`src/rtl/wb_scoreboard.sv`:
```
// wb_scoreboard: per-register pending-write counters for long-latency writers;
// stalls ID while a source or an over-issued destination still awaits its result.
module wb_scoreboard #(
    parameter int NREG  = 32,
    parameter int CNT_W = 2
) (
    input  logic       clk,
    input  logic       rst_n,
    input  logic       iss_valid,
    input  logic [4:0] iss_rd,
    input  logic       ret_valid,
    input  logic [4:0] ret_rd,
    input  logic       flush,
    input  logic [4:0] RS_ID,
    input  logic [4:0] RT_ID,
    input  logic       rs_used,
    input  logic       rt_used,
    input  logic       iss_req,
    output logic       stall_ID,
    output logic       busy,
    output logic       err
);
    localparam logic [CNT_W-1:0] MAX = '1;
    localparam logic [CNT_W-1:0] ONE = CNT_W'(1);

    logic [CNT_W-1:0] cnt_q [NREG];
    logic [CNT_W-1:0] cnt_d [NREG];
    logic [CNT_W-1:0] eff   [NREG];
    logic [NREG-1:0]  inc, dec;
    logic             err_q, err_d;

    // eff subtracts a same-cycle retire so the write-first register file releases the reader at once
    always_comb begin
        busy = 1'b0;
        for (int r = 0; r < NREG; r++) begin
            inc[r]   = iss_valid && iss_rd == 5'(r);
            dec[r]   = ret_valid && ret_rd == 5'(r) && cnt_q[r] != '0;
            eff[r]   = cnt_q[r] - (dec[r] ? ONE : '0);
            cnt_d[r] = (flush || r == 0) ? '0 :
                       (inc[r] && !dec[r] && cnt_q[r] != MAX) ? cnt_q[r] + ONE :
                       (dec[r] && !inc[r]) ? cnt_q[r] - ONE : cnt_q[r];
            busy     = busy | (cnt_q[r] != '0);
        end
        err_d = err_q | (ret_valid && ret_rd != '0 && cnt_q[ret_rd] == '0);
    end

    assign stall_ID = (rs_used && RS_ID != '0 && eff[RS_ID] != '0) ||
                      (rt_used && RT_ID != '0 && eff[RT_ID] != '0) ||
                      (iss_req && iss_rd != '0 && eff[iss_rd] == MAX);
    assign err = err_q;

    always_ff @(posedge clk or negedge rst_n) begin
        if (!rst_n) begin
            err_q <= 1'b0;
            cnt_q <= '{default: '0};
        end else begin
            err_q <= err_d;
            cnt_q <= cnt_d;
        end
    end
endmodule

```
`config.mk`:
```
export PLATFORM = sky130hd
export DESIGN_NAME = wb_scoreboard
export DESIGN_NICKNAME = d
export VERILOG_FILES = /design/src/rtl/wb_scoreboard.sv
export SDC_FILE = /design/constraint.sdc
export NUM_CORES = 1
export LEC_CHECK = 0
export BUFFER_PORTS_ARGS = -buffer_cell sky130_fd_sc_hd__buf_2
export CORE_MARGIN = 4
export CORE_UTILIZATION = 40
export CTS_CLUSTER_SIZE = 40
export DETAILED_ROUTE_END_ITERATION = 6
export GPL_TIMING_DRIVEN = 0
export PLACE_DENSITY_LB_ADDON = 0.3
export SLEW_MARGIN = 5
export SYNTH_ARGS = -nofsm -noshare
export SYNTH_HDL_FRONTEND = slang
export SYNTH_SLANG_ARGS = --single-unit
```
`constraint.sdc`:
```
create_clock -name clk -period 3.45 [get_ports clk]
set_input_delay 0.5175 -clock clk [delete_from_list [all_inputs] [get_ports clk]]
set_output_delay 0.5175 -clock clk [all_outputs]
set_load 0.05 [all_outputs]
```
# After elaboration in Yosys (flattened, before gate mapping)
# Cells that the tools add are included.
# classes
n_lt_le_gt_ge	4
n_eq_ne	94
reduce_logical	327
add_sub_neg	93
n_bitwise	35
n_mux	136
# ops
operator	count
2-to-1 mux 2 bit	101
logical AND 1 bit	194
== test 5 bit (second input constant)	32
nonzero test 3 bit	31
== test 5 x 4 -> 1 bit (second input constant)	16
nonzero test 2 bit	33
adder 2 x 1 -> 2 bit (second input constant)	31
zero test 1 bit	62
inequality test 2 bit (second input constant)	31
subtractor 2 x 1 -> 2 bit	31
subtractor 2 x 1 -> 2 bit (second input constant)	31
binary-select mux 2 bit (select 5 bit)	4
== test 5 x 3 -> 1 bit (second input constant)	8
2-to-1 mux 1 bit	31
OR 1 bit	31
>= comparator 6 bit (second input constant)	4
inverter 5 -> 6 bit	4
== test 5 x 2 -> 1 bit (second input constant)	4
nonzero test 5 bit	4
== test 5 x 1 -> 1 bit (second input constant)	2
== test 2 bit (second input constant)	1
zero test 2 bit	1
logical OR 1 bit	2
# word_totals
elab_cells	721
out_inout_bits	3
inputBits	28
regBits	63

# Depth between registers and ports, before layout
# Gate-level depths: netlist of the first run.
# logic_depth
ltp_word	31
ltp_mapped	12
ltp_nobuf	10

# Worst setup path before layout of the first run
# Ideal clock, no wire load.
# synth_timing
path_kind	input port to output port
from	input port ret_rd[1]
to	output port stall_ID
path_buffers	2
path_stages	11
t_arrival_ps	3028
setup_slack_ps	-96
cell_sequence	nand2b_1 -> clkbuf_1 -> clkbuf_1 -> nor3_1 -> ha_1 -> xnor2_1 -> a32oi_1 -> a221o_1 -> o311ai_1 -> o32a_1 -> nand4_1
# synth_between
elab_chain_len	12
# synth_rtl
item	line_no	text
start: declaration	12	input logic [4:0] ret_rd,
== test 5 bit, or another cell as far along	37	dec[r] = ret_valid && ret_rd == 5'(r) && cnt_q[r] != '0;
logical AND 1 bit (2 in a row)	37	
2-to-1 mux 1 bit	38	eff[r] = cnt_q[r] - (dec[r] ? ONE : '0);
subtractor 2 x 1 -> 2 bit	38	
binary-select mux 2 bit (select 5 bit), on equally long branches	47, 48	
2-to-1 mux 2 bit, on equally long branches (2 in a row)	47, 48	
nonzero test 2 bit, on equally long branches	47, 48	
logical AND 1 bit, on equally long branches	47, 48	
logical OR 1 bit	47	assign stall_ID = (rs_used && RS_ID != '0 && eff[RS_ID] != '0) ||
logical OR 1 bit (*)	48	(rt_used && RT_ID != '0 && eff[RT_ID] != '0) ||
end: declaration	19	output logic stall_ID,
# Mark *: on every way between the ends. The rest lies on a longest branch, timed or not. The select of a mux whose other input is x is not followed.

# Worst setup path after layout of the first run
# layout_timing
from	register cnt_q[21] (netlist name)
to	output port stall_ID
# layout_between
elab_chain_len	11
# layout_rtl
item	line_no	text
start: declaration	26	logic [CNT_W-1:0] cnt_q [NREG];
start signal: assignment	58	cnt_q <= cnt_d;
nonzero test 2 bit	37	
logical AND 1 bit	37	
2-to-1 mux 1 bit	38	
subtractor 2 x 1 -> 2 bit (*)	38	
binary-select mux 2 bit (select 5 bit), on equally long branches	47, 48	
2-to-1 mux 2 bit, on equally long branches (2 in a row)	47, 48	
nonzero test 2 bit, on equally long branches	47, 48	
logical AND 1 bit, on equally long branches	47, 48	
logical OR 1 bit	47	
logical OR 1 bit (*)	48	
# Marked as above.

==> metrics, run 1 <==
htree depth 3; Worst setup SP type flop; Area Growth Syn to Fin 21.40%; Synth top area share 25.95%; Die H between 100 and 150 µm; Cell Rows 44; kind of critical path reg -> out; Max FO, Critical Path 5; clock sink total 63; Residual DRC 0; max cap viols 0; routed via count 6,854; Lkg Pwr roughly 3.2 nW; CTS Root Cell clkbuf_16; setup_tns -0.1563 ns; unrepaired setup endpoints after global routing true; mux contribution to synthesized area 3.460%; VDD IR max 0.2439 mV; Place WS -0.7661 ns; placed cell areas 0.006442 mm²; min Tclk post-route between 3 and 4 ns; syn avg cell area ~7 µm²; register area share after synthesis between 20% and 30%; Initial Util 41.33%; GPL Wtd Cong approximately 1.0; Sw Pwr 0.6409 mW; r2r worst-path depth 6; Mapped Cells approximately 840; worst hold path type in -> async; TritonCTS clock tree done; fin. max-slew vios 0; Hold Vio Cnt, Final 0; aggregate global-route resource usage roughly a quarter; Worst Clk Skew 0.006025 ns; Compound-Gate Fraction of Synth Area between 20% and 30%; design area approximately 0.0074 mm²; drt initial violations roughly 920; Top FF cell, synth dfrtp_1; yosys warns 0; asr flop ratio synth 100.0%; Yosys cell types 61; Die ar. roughly 0.017 mm²; Rel. slew slack 35.76%; antenna cells 0; Port-buffer cells 25; worst reg2reg endpoint err$_DFF_PN0_; fin nets between 900 and 1,000; failing checks negative setup slack; Worst-path clk slew approximately 0.060 ns; CP endpoint kind output pin; fmax ~280 MHz; CTS Buffer Depth 2; Fill cells around 1,400; Net Sw Frac 30.38%; Slew @ Worst Pin slightly below 1 ns; Worst Path Arrival 3.09 ns; Worst R2R Setup Slack ~1.3 ns; Die X-Extent ~130 µm; clk_lat worst skew about 0.35 ns; initial antenna violation count 0; cell taking the most area after synthesis dfrtp_1; core area about 0.015 mm²; number of global-route vias before repair around 6,300; routed length per instance a little over 20 µm; Clk pwr share between 40 and 50%; wire length after detailed routing between 20,000 and 25,000 µm; dpl hpwl 16,490 µm; P_int ~1.5 mW; Setup WS post-layout -0.1563 ns; CTS Buf Count 9; Gate power share between 10% and 20%; status finished with violations; fraction of layout cells with a size suffix above 1 approximately 16%; post-synthesis adder-cell area fraction approximately 6.4%; Vias/cell 6.254; gr ovfl total 0; fin crit share 104.5%; TritonRoute pass-1 iters 7; largest net degree at the start of global routing 64; synth top area cells dfrtp_1 26%, o21ai_0 8.7%, nand2_1 7.2%; global-route wire length before repair between 30,000 and 40,000 µm; Pwr per Cell Area 286.0 mW/mm²; Sequential Power Share between 30% and 40%; DRT antenna net count 0; Setup Viol. Count Final 1; Mapped Area 0.006076 mm²; Post-Synth Simple-Gate Area a little over a quarter; total I/O pin count 31; Critical R2R Launch cnt_q[27]$_DFFE_PN0P_; Synth Area in XOR/XNOR 4.469%; largest family of logic cells by synthesized area simple AND/OR/NAND/NOR gates; Mapped Nets around 900; Worst Path Required slightly below 3 ns; synthesized flop and latch total 63; Post-synth EDFFs 0; most common cell in the netlist nand2_1; synth cell count leaders 116 x nand2_1, 106 x o21ai_0, 104 x nor2_1
[cell families after synthesis]
logic type,count (synthesis)
AO/OA/AOI/OAI,249
XOR/XNOR,31
adder cells (fa/ha/maj),31
buffers and inverters,109
flip-flops,63
multiplexers,13
AND/OR/NAND/NOR,348
[power by group through the flow]
stage | Clock (mW) | Sequential [mW] | Combinational, mW
after global routing | 1.02 | 0.748 | 0.412
after detailed placement | 0 | 0.761 | 0.320
after floorplan | 0 | 0.760 | 0.190
final | 0.974 | 0.748 | 0.388
after global placement | 0 | 0.761 | 0.321
after CTS | 0.981 | 0.747 | 0.372
[per-layer routing]
metal | track usage [%] | vias up | wire length (µm)
li1 | - | 3170 | -
met1 | 34.54 | 3230 | 9569
met2 | 40.58 | 369 | 9889
met3 | 6.843 | 85 | 2144
met4 | 12.25 | 0 | 1178
met5 | 0 | - | 0
[flip-flops by register name, indices dropped and copies added, names as in the netlist]
name	flops
err	1
cnt_q	62
[area by class of cell]
class | instances | area (µm²) | area share (%)
multi-input combinational | 672 | 4332 | 58.73
sequential | 63 | 1577 | 21.37
timing repair buffer | 53 | 384.1 | 5.208
buffer | 38 | 281.5 | 3.817
inverter | 70 | 262.8 | 3.562
clock buffer | 11 | 252.7 | 3.427
tap | 184 | 230.2 | 3.121
clock inverter | 5 | 56.30 | 0.7634
[worst max path at each step]
stage / start / endpoint / slack [ns] / cells past startpoint
after floorplan: ret_rd[0] / stall_ID / 0.0009 / 12
after global placement: ret_rd[1] / stall_ID / -0.85 / 13
after detailed placement: ret_rd[1] / stall_ID / -0.77 / 13
after CTS: ret_rd[4] / stall_ID / -0.07 / 12
after global routing: ret_rd[3] / stall_ID / -0.22 / 12
final: cnt_q[21]$_DFFE_PN0P_ / stall_ID / -0.16 / 10
[per-stage QoR]
| stage | hold slack, ns | instances | util [%] | total power [mW] |
|---|---|---|---|---|
| final | 0.2691 | 1096 | 50.18 | 2.110 |
| after global routing | 0.3553 | 1096 | 50.18 | 2.179 |
| after CTS | 0.3166 | 1093 | 49.47 | 2.100 |
| after detailed placement | 0.4836 | 1053 | 43.83 | 1.081 |
| after global placement | 0.4905 | 1053 | 43.81 | 1.082 |
| after floorplan | 0.2219 | 844 | - | 0.9498 |
[what timing repair did]
| action | in CTS | in global routing |
|---|---|---|
| hold endpoints to repair | 0 | 0 |
| buffers inserted | 25 | 3 |
| endpoints found under the setup margin | 1 | 1 |
| hold buffers | 0 | 0 |
| pin swaps | 24 | 8 |
| gates resized for setup | 68 | 17 |
[critical path, cell delays in order, from the launching register on]
cell,delay [ns]
dfrtp_1,0.43
nor2_1,0.44
nor3_2,0.09
ha_1,0.21
xnor2_1,0.28
nand3_1,0.16
a221o_1,0.34
o311ai_1,0.28
o32a_1,0.21
nand4_1,0.12
buf_6,0.19
[placed cells by master (no fill, tap or decap), types with 26 or more instances in the layout]
cell	netlist	layout
a211oi_1	28	27
a21oi_1	41	41
buf_2	12	26
buf_4	1	28
dfrtp_1	63	63
ha_1	31	26
inv_1	70	70
nand2_1	116	115
nor2_1	104	103
o21ai_0	106	104
No activity file was read; power rests on OpenSTA's default activity.
==> run 2: changes to the inputs <==
Settings changed: CORE_MARGIN 4 to unset.
==> metrics, run 2 (synthesis gave the netlist of run 1 again) <==
number of flip-flops in the largest register 62 (unchanged); Lkg Pwr 3.207 nW (was 3.185 nW); gr ovfl total 0 (unchanged); total I/O pin count 31 (unchanged); fin. max-slew vios 0 (unchanged); global-route wire length before repair 34,420 µm (was 35,580 µm); Worst Path Arrival 3.05 ns (was 3.09 ns); Initial Util 41.33% (unchanged); Worst-path clk slew 0.05 ns (was 0.06 ns); CTS Root Cell clkbuf_16 (unchanged); most frequent cells in the layout 114 x nand2_1, 104 x o21ai_0, 101 x nor2_1 (was 115 x nand2_1, 104 x o21ai_0, 103 x nor2_1); Worst Clk Skew 0.004877 ns (was 0.006025 ns); fmax 280.6 MHz (was 277.3 MHz); fin crit share 103.3% (was 104.5%); leading cell type in the layout, fill and taps excluded nand2_1 (unchanged); Place WS -0.8407 ns (was -0.7661 ns); GPL Wtd Cong 0.9527 (was 1.023); r2r worst-path depth 6 (unchanged); Worst Path Required 2.93 ns (about the same); Residual DRC 3 (was 0); Vias/cell 6.110 (was 6.254); clock sink total 63 (unchanged); aggregate global-route resource usage 29.08% (was 26.28%); core area 0.01470 mm² (unchanged); worst hold path type in -> async (unchanged); Pwr per Cell Area 266.3 mW/mm² (was 286.0 mW/mm²); Die ar. 0.01569 mm² (was 0.01723 mm²); Cell Rows 44 (unchanged); kind of critical path in -> out (was reg -> out); Die H 125.2 µm (was 131.2 µm); design area 0.007532 mm² (was 0.007376 mm²); VDD IR max 0.2593 mV (was 0.2439 mV); initial antenna violation count 0 (unchanged); largest net degree at the start of global routing 63 (was 64); clk_lat worst skew 0.35 ns (about the same); htree depth 3 (unchanged); Die X-Extent 125.2 µm (was 131.2 µm); Area Growth Syn to Fin 23.97% (was 21.40%); Setup Viol. Count Final 1 (unchanged); failing checks design-rule violations, negative setup slack (was negative setup slack); Slew @ Worst Pin 0.9180 ns (was 0.9636 ns); wire length after detailed routing 22,880 µm (was 22,780 µm); fin nets 969 (was 966); CP endpoint kind output pin (unchanged); antenna cells 0 (unchanged); dpl hpwl 16,810 µm (was 16,490 µm); number of global-route vias before repair 6,129 (was 6,310); Max FO, Critical Path 4 (was 5); DRT antenna net count 0 (unchanged); routed length per instance 20.84 µm (was 20.79 µm); Top reg by flops cnt_q (unchanged); CTS Buffer Depth 2 (unchanged); Rel. slew slack 38.80% (was 35.76%); Port-buffer cells 25 (unchanged); status finished with violations (unchanged); Hold Vio Cnt, Final 0 (unchanged); Worst setup SP type input port (was flop); Setup WS post-layout -0.1137 ns (was -0.1563 ns); unrepaired setup endpoints after global routing true (unchanged); placed cell areas 0.006470 mm² (was 0.006442 mm²); CTS Buf Count 9 (unchanged); TritonRoute pass-1 iters 7 (unchanged); routed via count 6,709 (was 6,854); max cap viols 0 (unchanged); min Tclk post-route 3.564 ns (was 3.606 ns); drt initial violations 907 (was 918); TritonCTS clock tree done (unchanged); fraction of layout cells with a size suffix above 1 17.83% (was 16.12%)
run 2: cell types whose count changed in the layout (fill, tap and decap cells not counted), sizes merged:
cell,previous run,this run
buf,68,74
dlygate4sd3,0,1
clkinvlp,1,0
bufinv,1,0
clkinv,3,0
run 2: path summary, 6_finish.rpt:
kind	start	to	slack, ns
min in group clk	cnt_q[44]$_DFFE_PN0P_	cnt_q[44]$_DFFE_PN0P_	0.51
min	rst_n	cnt_q[44]$_DFFE_PN0P_	0.51
max	ret_rd[2]	stall_ID	-0.11
min reg2reg	cnt_q[44]$_DFFE_PN0P_	cnt_q[44]$_DFFE_PN0P_	0.51
max reg2reg	cnt_q[27]$_DFFE_PN0P_	err$_DFF_PN0_	1.32
max in group asynchronous	rst_n	cnt_q[29]$_DFFE_PN0P_	2.42
run 2: power by group:
part | leakage (nW) | internal (mW) | switching [mW] | total, mW
Clock | 0.136 | 0.542 | 0.339 | 0.881
Sequential | 0.873 | 0.744 | 0.00407 | 0.748
Combinational | 2.20 | 0.124 | 0.253 | 0.377
run 2: final cells by class:
type                    instances  area, µm²
multi-input cells             672       4512
plain buffers                  37      244.0
inverters                      70      262.8
clock buffers                  15      277.8
repair buffers                 57      429.2
well taps                     184      230.2
flip-flops and latches         63       1577
fillers                      1384       7167
run 2: worst max-delay path: stages:
cell and delay (ns):
buf_8 0.10, buf_6 0.12, nand4b_1 0.33, nor3_2 0.29
ha_2 0.24, xnor2_2 0.15, nand2_1 0.12, mux4_2 0.48
a211oi_2 0.19, o32a_1 0.18, nand4_1 0.13, buf_6 0.19
run 2: what timing repair did:
item / in CTS / in global routing
endpoints found under the hold margin: 1 / 0
cloned: 0 / 0
hold buffers: 1 / 0
gates resized for setup: 63 / 51
setup buffers: 14 / 16
setup endpoints to repair: 1 / 1
pin swaps: 19 / 34
run 2: per-stage QoR:
step           power, mW  util, %  setup TNS (ns)  cells  hold WS [ns]
2_1_floorplan     0.9498        -               0    844        0.2219
4_1_cts            1.982    48.76         -0.1306   1083        0.5084
5_1_grt            2.063    51.24         -0.1977   1098        0.5212
6_report           2.006    51.24         -0.1137   1098        0.5054
3_3_place_gp       1.073    43.81         -0.8035   1053        0.4945
3_5_place_dp       1.077    44.02         -0.8407   1054        0.3156
run 2: per-layer routing:
metal  track usage [%]  share of wire (%)  up-vias
li1                  -                  -     3155
met1             37.29                 41     3145
met2             46.01                 46      321
met3             6.162                8.0       88
met4             15.28                5.1        0
met5                 0                  0        -
==> run 3: changes to the inputs <==
Settings changed: CELL_PAD_IN_SITES_DETAIL_PLACEMENT set to 0, CELL_PAD_IN_SITES_GLOBAL_PLACEMENT set to 1.
==> metrics, run 3 (synthesis gave the netlist of run 1 again) <==
status finished with violations (unchanged); failing checks design-rule violations, negative setup slack (unchanged); Port-buffer cells 25 (unchanged); CP startpoint ret_rd[4] (was ret_rd[2]); clk_lat worst skew 0.35 ns (about the same); Worst Path Required 2.93 ns (about the same); Top reg by flops cnt_q (unchanged); worst reg2reg endpoint err$_DFF_PN0_ (unchanged); Worst R2R Setup Slack 1.31 ns (was 1.32 ns); wire length after detailed routing 24,270 µm (was 22,880 µm); clock sink total 63 (unchanged); VDD IR max 0.2308 mV (was 0.2593 mV); Worst Path Arrival 3.05 ns (about the same); aggregate global-route resource usage 31.28% (was 29.08%); initial antenna violation count 0 (unchanged); DRT antenna net count 0 (unchanged); Slew @ Worst Pin 1.048 ns (was 0.9180 ns); Max FO, Critical Path 3 (was 4); Setup WS post-layout -0.1207 ns (was -0.1137 ns); Rel. slew slack 30.12% (was 38.80%); Hold Vio Cnt, Final 0 (unchanged); global-route wire length before repair 36,650 µm (was 34,420 µm); Tot Pwr 2.140 mW (was 2.006 mW); CP endpoint kind output pin (unchanged); TritonCTS clock tree done (unchanged); r2r worst-path depth 6 (unchanged); worst hold path type in -> async (unchanged); Vias/cell 6.141 (was 6.110); number of global-route vias before repair 6,150 (was 6,129); slowest stage delay, CP 0.56 ns (was 0.48 ns); worst-path cell chain buf_6, buf_6, or4b_4, buf_6, nor3_4, ha_4, xnor2_2, nand2_2, o21ai_2, o211ai_1, a32oi_1, nand4_1, buf_6 (was buf_8, buf_6, nand4b_1, nor3_2, ha_2, xnor2_2, nand2_1, mux4_2, a211oi_2, o32a_1, nand4_1, buf_6); slowest CP cell or4b_4 (was mux4_2); total I/O pin count 31 (unchanged); fmax 280.1 MHz (was 280.6 MHz); core area 0.01470 mm² (unchanged); Worst setup SP type input port (unchanged); most frequent cells in the layout 113 x nand2_1, 101 x o21ai_0, 97 x nor2_1 (was 114 x nand2_1, 104 x o21ai_0, 101 x nor2_1); TritonRoute pass-1 iters 7 (unchanged); fin. max-slew vios 0 (unchanged); Die H 125.2 µm (unchanged); unrepaired setup endpoints after global routing true (unchanged); Critical R2R Launch cnt_q[27]$_DFFE_PN0P_ (unchanged); drt initial violations 825 (was 907); CTS Root Cell clkbuf_16 (unchanged); CTS Buf Count 9 (unchanged); Worst Clk Skew 0.005664 ns (was 0.004877 ns); Die X-Extent 125.2 µm (unchanged); dpl hpwl 17,370 µm (was 16,810 µm); WP buf/inv 4 (was 3); largest net degree at the start of global routing 37 (was 63); min Tclk post-route 3.571 ns (was 3.564 ns); routed length per instance 21.85 µm (was 20.84 µm); routed via count 6,823 (was 6,709); Pwr per Cell Area 268.4 mW/mm² (was 266.3 mW/mm²); fin crit share 103.5% (was 103.3%); max cap viols 0 (unchanged); Hold Buf Count CTS 0 (was 1); leading cell type in the layout, fill and taps excluded nand2_1 (unchanged); placed cell areas 0.006462 mm² (was 0.006470 mm²); Residual DRC 2 (was 3); CTS Buffer Depth 2 (unchanged); Die ar. 0.01569 mm² (unchanged); most frequent CP cell buf_6 (unchanged); Lkg Pwr 3.439 nW (was 3.207 nW); Worst-path clk slew 0.06 ns (was 0.05 ns); Place WS -1.012 ns (was -0.8407 ns); kind of critical path in -> out (unchanged); number of flip-flops in the largest register 62 (unchanged); gr ovfl total 0 (unchanged); antenna cells 0 (unchanged); design area 0.007973 mm² (was 0.007532 mm²); htree depth 3 (unchanged); fraction of layout cells with a size suffix above 1 22.22% (was 17.83%); Initial Util 41.33% (unchanged); Area Growth Syn to Fin 31.22% (was 23.97%); Setup Viol. Count Final 1 (unchanged); fin nets 981 (was 969); Cell Rows 44 (unchanged); family with the most delay on the worst path simple AND/OR/NAND/NOR gates (unchanged); GPL Wtd Cong 0.9906 (was 0.9527)
-- run 3: worst reg2reg max path, cell delays in order (launching register included) --
cell	delay, ns
dfrtp_1	0.52
nor2_1	0.19
mux4_2	0.50
nor2b_1	0.15
o311ai_1	0.31
nor2b_1	0.18
o221ai_1	0.15
-- run 3: per-stage QoR --
stage	util, %	hold WS (ns)	instances	TNS [ns]
2_1_floorplan	-	0.2219	844	0
3_3_place_gp	43.81	0.4940	1053	-0.9763
3_5_place_dp	43.96	0.4767	1054	-1.012
4_1_cts	50.32	0.1011	1100	-0.08136
5_1_grt	54.24	0.1105	1111	-0.1629
6_report	54.24	0.08771	1111	-0.1207
-- run 3: worst max path at each step --
stage | cells past startpoint | to | slack [ns]
detailed placement | 13 | stall_ID | -1.01
CTS | 12 | stall_ID | -0.08
floorplan | 12 | stall_ID | 0.0009
finish | 13 | stall_ID | -0.12
global placement | 13 | stall_ID | -0.98
global route | 14 | stall_ID | -0.16
-- run 3: repair_timing --
item                       4_1_cts  5_1_grt
gates resized for setup         80       88
setup endpoints to repair        1        1
pin swaps                       26       43
gates cloned                     0        1
buffers inserted                31       11
-- run 3: final cells by class --
| cell class | instances | area [µm²] |
|---|---|---|
| plain buffers | 37 | 281.5 |
| well taps | 184 | 230.2 |
| repair buffers | 69 | 605.6 |
| clock inverters | 7 | 72.57 |
| inverters | 70 | 262.8 |
| clock buffers | 9 | 225.2 |
| multi-input cells | 672 | 4718 |
| flip-flops and latches | 63 | 1577 |
| fillers | 1373 | 6726 |
-- run 3: power by group --
part	switching [mW]	total (mW)	internal, mW
combinational	0.278	0.430	0.152
clock	0.402	0.963	0.561
sequential	0.00407	0.748	0.744
-- run 3: layer usage --
layer / GRT usage (%) / part of all wire, %
met1: 43.21 / 43
met4: 14.28 / 4.5
met5: 0 / 0
met3: 6.675 / 9.5
met2: 46.66 / 42
